<file path="src/rtl/bcd_pkg.sv">
// Shared types and helpers for the sequential binary-to-BCD converter.
package bcd_pkg;

  // Converter FSM states.
  typedef enum logic [1:0] {
    IDLE  = 2'd0,
    SHIFT = 2'd1,
    DONE  = 2'd2
  } state_t;

  // Width of one packed BCD digit.
  localparam int BCD_NIB_W = 4;

  // Double-dabble correction: a digit of 5 or more would exceed 9 after the
  // next doubling, so pre-add 3 to push the carry into the next digit.
  function automatic logic [BCD_NIB_W-1:0] add3_fix(input logic [BCD_NIB_W-1:0] nibble);
    return (nibble >= 4'd5) ? nibble + 4'd3 : nibble;
  endfunction

  // Shift counter width; it counts BIN_W-1 down to 0.
  function automatic int cnt_width(input int bin_w);
    return (bin_w > 1) ? $clog2(bin_w) : 1;
  endfunction

endpackage

</file>
<file path="src/rtl/bcd_add3_digit.sv">
// Combinational add-3 correction for one BCD digit of the accumulator.
module bcd_add3_digit
  import bcd_pkg::*;
(
  input  logic [3:0] digit_in,
  output logic [3:0] digit_out
);

  // Correct the digit before it is doubled by the next shift.
  always_comb begin
    digit_out = add3_fix(digit_in);
  end

endmodule

</file>
<file path="src/rtl/bin_to_bcd_seq.sv">
// Sequential binary to packed-BCD converter (shift-and-add-3).
// Handshakes on both sides are valid/ready: a transfer happens on a rising
// edge where valid and ready are both 1. in_ready is high only in IDLE, and
// out_valid only in DONE; a result must be taken before a new value is
// accepted, so DONE always passes through IDLE before the next accept.
module bin_to_bcd_seq
  import bcd_pkg::*;
#(
  parameter int          BIN_W   = 8,
  parameter int          DIGITS  = 2,
  parameter int          MAX_VAL = 99,
  parameter logic [3:0]  ERR_NIB = 4'hA
) (
  input  logic                  clk,
  input  logic                  rst_n,
  input  logic                  in_valid,
  output logic                  in_ready,
  input  logic [BIN_W-1:0]      bin_in,
  output logic                  out_valid,
  input  logic                  out_ready,
  output logic [4*DIGITS-1:0]   bcd_out,
  output logic                  ovf,
  output logic                  busy
);

  localparam int               BCD_W   = BCD_NIB_W * DIGITS;
  localparam int               CNT_W   = cnt_width(BIN_W);
  localparam logic [BIN_W-1:0] MAX_BIN = BIN_W'(MAX_VAL);

  state_t                   state;
  logic [CNT_W-1:0]         cnt;
  logic [BIN_W-1:0]         shreg;
  logic [BCD_W-1:0]         acc;
  logic [BCD_W-1:0]         acc_fix;
  logic [BCD_W+BIN_W-1:0]   shifted;

  // One add-3 corrector per accumulator digit.
  for (genvar i = 0; i < DIGITS; i++) begin : g_digit
    bcd_add3_digit u_fix (
      .digit_in  (acc[i*BCD_NIB_W +: BCD_NIB_W]),
      .digit_out (acc_fix[i*BCD_NIB_W +: BCD_NIB_W])
    );
  end

  // Corrected accumulator and shift register move left together by one bit;
  // the carry out of the top digit falls off the end.
  always_comb begin
    shifted = {acc_fix, shreg} << 1;
  end

  // Converter FSM with registered handshake, status and result outputs.
  always_ff @(posedge clk or negedge rst_n) begin
    if (!rst_n) begin
      state     <= IDLE;
      cnt       <= '0;
      shreg     <= '0;
      acc       <= '0;
      bcd_out   <= '0;
      ovf       <= 1'b0;
      out_valid <= 1'b0;
      busy      <= 1'b0;
      in_ready  <= 1'b1;
    end else begin
      case (state)
        IDLE: begin
          if (in_valid) begin
            in_ready <= 1'b0;
            if (bin_in > MAX_BIN) begin
              // Out of range: skip the conversion and present the error pattern.
              bcd_out   <= {DIGITS{ERR_NIB}};
              ovf       <= 1'b1;
              out_valid <= 1'b1;
              state     <= DONE;
            end else begin
              shreg <= bin_in;
              acc   <= '0;
              cnt   <= CNT_W'(BIN_W - 1);
              busy  <= 1'b1;
              state <= SHIFT;
            end
          end
        end
        SHIFT: begin
          acc   <= shifted[BCD_W+BIN_W-1 -: BCD_W];
          shreg <= shifted[BIN_W-1:0];
          if (cnt == '0) begin
            bcd_out   <= shifted[BCD_W+BIN_W-1 -: BCD_W];
            ovf       <= 1'b0;
            out_valid <= 1'b1;
            busy      <= 1'b0;
            state     <= DONE;
          end else begin
            cnt <= cnt - 1'b1;
          end
        end
        DONE: begin
          // bcd_out is left untouched so the last result stays visible.
          if (out_ready) begin
            out_valid <= 1'b0;
            in_ready  <= 1'b1;
            state     <= IDLE;
          end
        end
        default: begin
          out_valid <= 1'b0;
          busy      <= 1'b0;
          in_ready  <= 1'b1;
          state     <= IDLE;
        end
      endcase
    end
  end

endmodule

</file>
<file path="config.mk">
export PLATFORM = sky130hd
export DESIGN_NAME = bin_to_bcd_seq
export DESIGN_NICKNAME = d
export VERILOG_FILES = /design/src/rtl/bcd_pkg.sv /design/src/rtl/bcd_add3_digit.sv /design/src/rtl/bin_to_bcd_seq.sv
export SDC_FILE = /design/constraint.sdc
export NUM_CORES = 1
export LEC_CHECK = 0
export ABC_AREA = 1
export CORE_MARGIN = 10
export CORE_UTILIZATION = 58
export DETAILED_ROUTE_END_ITERATION = 7
export GPL_TIMING_DRIVEN = 0
export MAX_ROUTING_LAYER = met4
export PLACE_DENSITY_LB_ADDON = 0.3
export SYNTH_ARGS = -nofsm -noshare
export SYNTH_HDL_FRONTEND = slang
export SYNTH_SLANG_ARGS = --single-unit
export TNS_END_PERCENT = 50
</file>
<file path="constraint.sdc">
create_clock -name clk -period 3.6 [get_ports clk]
set_input_delay 1.08 -clock clk [delete_from_list [all_inputs] [get_ports clk]]
set_output_delay 1.08 -clock clk [all_outputs]
set_load 0.02 [all_outputs]
</file>
## After elaboration in Yosys (flattened, before gate mapping)

Cells that the tools add are included.

| storage, ports and cells | value |
|---|---|
| flip-flop bits (word level) | 33 |
| bits of input ports | 12 |
| output and inout bits | 12 |
| logic and storage cells | 69 |

| operators by class | value |
|---|---|
| $add $sub $neg | 3 |
| order comparisons | 3 |
| equality and inequality tests | 8 |
| multiplexer cells | 34 |
| bitwise logic cells | 2 |
| reductions and logical operators | 10 |

Operators by type and width:

| kind | number |
|---|---|
| 8-bit 2-to-1 mux | 7 |
| 8-bit case mux with 2 select lines | 3 |
| 4-bit AND reduction | 4 |
| 3-bit 2-to-1 mux | 4 |
| 2-bit != test, second input constant | 6 |
| 1-bit 2-to-1 mux | 9 |
| 1-bit case mux with 3 select lines | 3 |
| 3-bit AND reduction | 3 |
| 4-bit by 3-bit >= comparator with 1-bit output, second input constant | 2 |
| 8-bit by 7-bit > comparator with 1-bit output, second input constant | 1 |
| 2-bit 2-to-1 mux | 4 |
| 2-bit case mux with 3 select lines | 1 |
| 3-bit case mux with 2 select lines | 1 |
| 4-bit by 2-bit adder with 4-bit output, second input constant | 1 |
| 4-bit 2-to-1 mux | 1 |
| 3-bit by 2-bit adder with 3-bit output, second input constant | 1 |
| 3-bit zero test | 1 |
| 3-bit by 1-bit subtractor with 3-bit output, second input constant | 1 |
| 2-bit by 1-bit equality test with 1-bit output, second input constant | 1 |
| 2-bit equality test, second input constant | 1 |
| 2-bit zero test | 1 |
| 1-bit NOT | 2 |
| 1-bit case mux with 2 select lines | 1 |
| 2-bit nonzero test | 1 |

## Longest topological paths before layout

| logic depth | value |
|---|---|
| word-level depth | 4 |
| depth in mapped cells | 10 |

## Cells and area by module

Synthesis repeated with hierarchy kept, for this count alone.

| unflattened totals | value |
|---|---|
| cells, all modules | 241 |
| area total of the unflattened synthesis | 1903.1 µm² |

By module, submodules not included:

| module | times used | cells each | area each (µm²) | seq. area each (µm²) |
|---|---|---|---|---|
| bin_to_bcd_seq | 1 | 195 | 1632.8 | 827.0 |
| bcd_add3_digit | 2 | 23 | 135.1 | 0.0 |

## Worst setup path before layout

Ideal clock, no wire load.

| timing path | value |
|---|---|
| path kind | input to register |
| from | input bin_in[2] |
| to | register acc[4] |
| library setup time | 0.119 ns |
| arrival | 1.847 ns |
| required time | 3.481 ns |
| path slack | 1.634 ns |
| stages on the path | 9 |
| path buffers | 1 |
| cell sequence | nor2_1 -> nand2_1 -> nand2_1 -> nand2_1 -> nand2_1 -> nand2_2 -> buf_4 -> nand2_1 -> nand2_1 |

| on the way | value |
|---|---|
| longest elaborated chain between the ends | 3 |

RTL lines:

| element | RTL line | text |
|---|---|---|
| from (decl) | bin_to_bcd_seq.sv:18 | `input logic [BIN_W-1:0] bin_in,` |
| 8-bit by 7-bit > comparator with 1-bit output | bin_to_bcd_seq.sv:68 | `if (bin_in > MAX_BIN) begin` |
| 2-bit != test (no source line) | n/a |  |
| 3-bit AND reduction (no source line) | n/a |  |
| to (signal assigned) | bin_to_bcd_seq.sv:84 | `acc <= shifted[BCD_W+BIN_W-1 -: BCD_W];` |
| to (decl) | bin_to_bcd_seq.sv:33 | `logic [BCD_W-1:0] acc;` |

No other way between the ends.
A chain may end at the register's enable or synchronous reset.

## Worst setup path after layout

| timing path | value |
|---|---|
| from | register in_ready |
| to | output in_ready |

RTL lines:

| element | RTL line | text |
|---|---|---|
| from (decl) | bin_to_bcd_seq.sv:17 | `output logic in_ready,` |
| from (signal assigned) | bin_to_bcd_seq.sv:62 | `in_ready <= 1'b1;` |
| from (signal assigned) | bin_to_bcd_seq.sv:67 | `in_ready <= 1'b0;` |
| from (signal assigned) | bin_to_bcd_seq.sv:100 | `in_ready <= 1'b1;` |

No word-level cell between the ends.

==> flow_summary.toml <==
[route]
avgViaCountPerCell = 5.19
dr_total_vias = 1522
drt-wirelength-per-cell_um = 12.7
antenna_left = 0
first_iter_violations = 186
wl_um = 3710
firstDrtPassIters = 4
drc = 0

[logic_synthesis]
synth-warning-count = 0
synth_commonest_cells = "97 x nand2_1, 32 x dfrtp_1, 29 x inv_1, 17 x nand3_1, 14 x nor2_1"
syn_area_um2 = 1710
synth_nets = 249
synth_ff_type = "dfrtp_1"
ys_seq_area_frac = 0.483
synthArstFlopShare = 1.00
synth_area_leaders = "dfrtp_1 47%, nand2_1 21%, inv_1 6.4%, nand3_1 5.0%, ha_1 4.4%"
ys_ff_latch = 33
synth.top_cell.area_share = 0.467
syn_area_per_cell_um2 = 7.42
yosysTopAreaCell = "dfrtp_1"
syn_inst = 231
synth_most_common_cell = "nand2_1"
synth_cell_types = 21
synth_edf_count = 0

[sta]
whs_ns = 0.479
fin_worst_skew_ns = 0.0148
hold_viol = 0
min_period_ns = 2.55
setup-violations-final = 0
fin_crit_sh = 0.708
max-slew-margin-rel = 0.525
finalSetupTns_ns = 0
max_freq_mhz = 393
rsz0062_at_grt = "false"
worst_pin_slew_ns = 0.712
slew_viol_final = 0
finalWorstSetupSlack_ns = 1.05

[final_layout]
nets = 279
syn_to_final_growth_pct = 19.5
n_antenna_cell = 0
fillerInstances = 234
final_area_um2 = 2050
drive_gt1_frac = 0.0802

[power]
worst_ir_drop_vdd_mv = 0.771
power_leakage_nw = 1.15
power.total_mw = 1.77
power-per-cell-area_nw_per_um2 = 867

[floorplanning]
die_h_um = 74.3
start_util = 0.616
coreArea_um2 = 2780
num_rows = 19
io_pins = 24
die-area_um2 = 5530
die_w_um = 74.3

[clock_tree]
path_clk_slew_ns = 0.10
cts_num_sinks = 33
htree_num_levels = 2
post_cts_buffers = 0
clock-root-buffer = "clkbuf_4"
cts_tree = "built"
clk_latency_ns = 0.34
cts_buffers = 5
postCtsHoldBufs = 0
cts_resized = 0
cts_buffer_depth = 2

[min_path]
hold_path.class = "flip-flop to flip-flop"

[worst_setup_path]
start_kind = "flip-flop"
cpLargestDelayFamily = "buffers and inverters"
path_buf_inv = 1
critPathKind = "flip-flop to output port"
critPathMaxFanout = 2
crit_path_end_kind = "output port"
required_ns = 2.52
cp_slowest_cell = "clkdlybuf4s50_1"
worst_path_largest_cell_delay_ns = 0.60
crit_arrival_ns = 1.47
worstPathCellList = "clkdlybuf4s50_1"

[grt]
grt_pass1_wl_um = 6040
grtUsageMet1 = 0.176
antenna_found_initial = 0
met2_usage = 0.220
grt_pass1_vias = 1357
grtUsageMet3 = 0.0426
grtUsageTotal = 0.145
grt-busiest-layer = "met2"
grt_max_degree = 34
overflow = 0

[place]
place.gp.congestion = 0.917
dp_slack_ns = 0.997
port_buffers = 23
dp_hpwl_um = 2530
dpl_cell_area_um2 = 1980

[status]
status = "finished, final reports clean"

[flow_run]
cap_violations = 0
==> stage by stage <==
stage / instances / util
floorplan: 231 / -
global placement: 285 / 0.713
detailed placement: 285 / 0.711
CTS: 293 / 0.736
global route: 293 / 0.736
finish: 293 / 0.736
==> cell families after synthesis <==
logic type | synth area share
fa+ha+maj | 0.0438
simple gates | 0.330
compound gates | 0.0584
buf+inv | 0.0847
flops | 0.483
==> sequential cells by signal, indices dropped and copies added (netlist names) <==
signal,count
state,2
shreg,8
acc,8
busy,1
out_valid,1
in_ready,1
cnt,3
ovf,1
bcd_out,8
==> layer usage <==
layer	up-vias	routed length, µm
met4	0	51
met3	5	201
met1	700	1700
met2	41	1770
li1	776	-
met5	-	0
==> cells in the final DEF, fill, tap and decap left out, drive strengths merged, types with 4 or more instances in the layout <==
| master | n |
|---|---|
| o21ai | 10 |
| buf | 5 |
| nand4 | 4 |
| nor2 | 15 |
| a21oi | 7 |
| clkdlybuf4s50 | 22 |
| dfrtp | 32 |
| nand3 | 17 |
| clkbuf | 7 |
| nand2 | 100 |
| ha | 6 |
| inv | 31 |
==> report_power, final <==
| part | internal, mW | switching [mW] |
|---|---|---|
| logic | 0.335 | 0.567 |
| registers | 0.528 | 0.101 |
| clock network | 0.113 | 0.130 |
==> final cells by class <==
type / count / area (µm²) / share of cell area
Clock inverter: 1 / 5.00 / 0.00244
Multi-Input combinational cell: 163 / 741 / 0.362
Sequential cell: 33 / 827 / 0.404
Timing Repair Buffer: 23 / 225 / 0.110
Clock buffer: 7 / 65.1 / 0.0318
Tap cell: 31 / 38.8 / 0.0189
Inverter: 31 / 116 / 0.0568
Buffer: 4 / 28.8 / 0.0141
==> worst paths after layout <==
| path | start | endpoint | slack, ns | cells after the start |
|---|---|---|---|---|
| max | in_ready | in_ready | 1.05 | 1 |
| min | acc[1] | acc[1] | 0.48 | 2 |
| max reg2reg | cnt[0] | cnt[1] | 2.03 | 10 |
| min reg2reg | acc[1] | acc[1] | 0.48 | 2 |
| max in group asynchronous | rst_n | out_valid | 2.36 | 1 |
| min in group asynchronous | rst_n | acc[4] | 0.78 | 1 |
(Power assumes the default switching activity.)
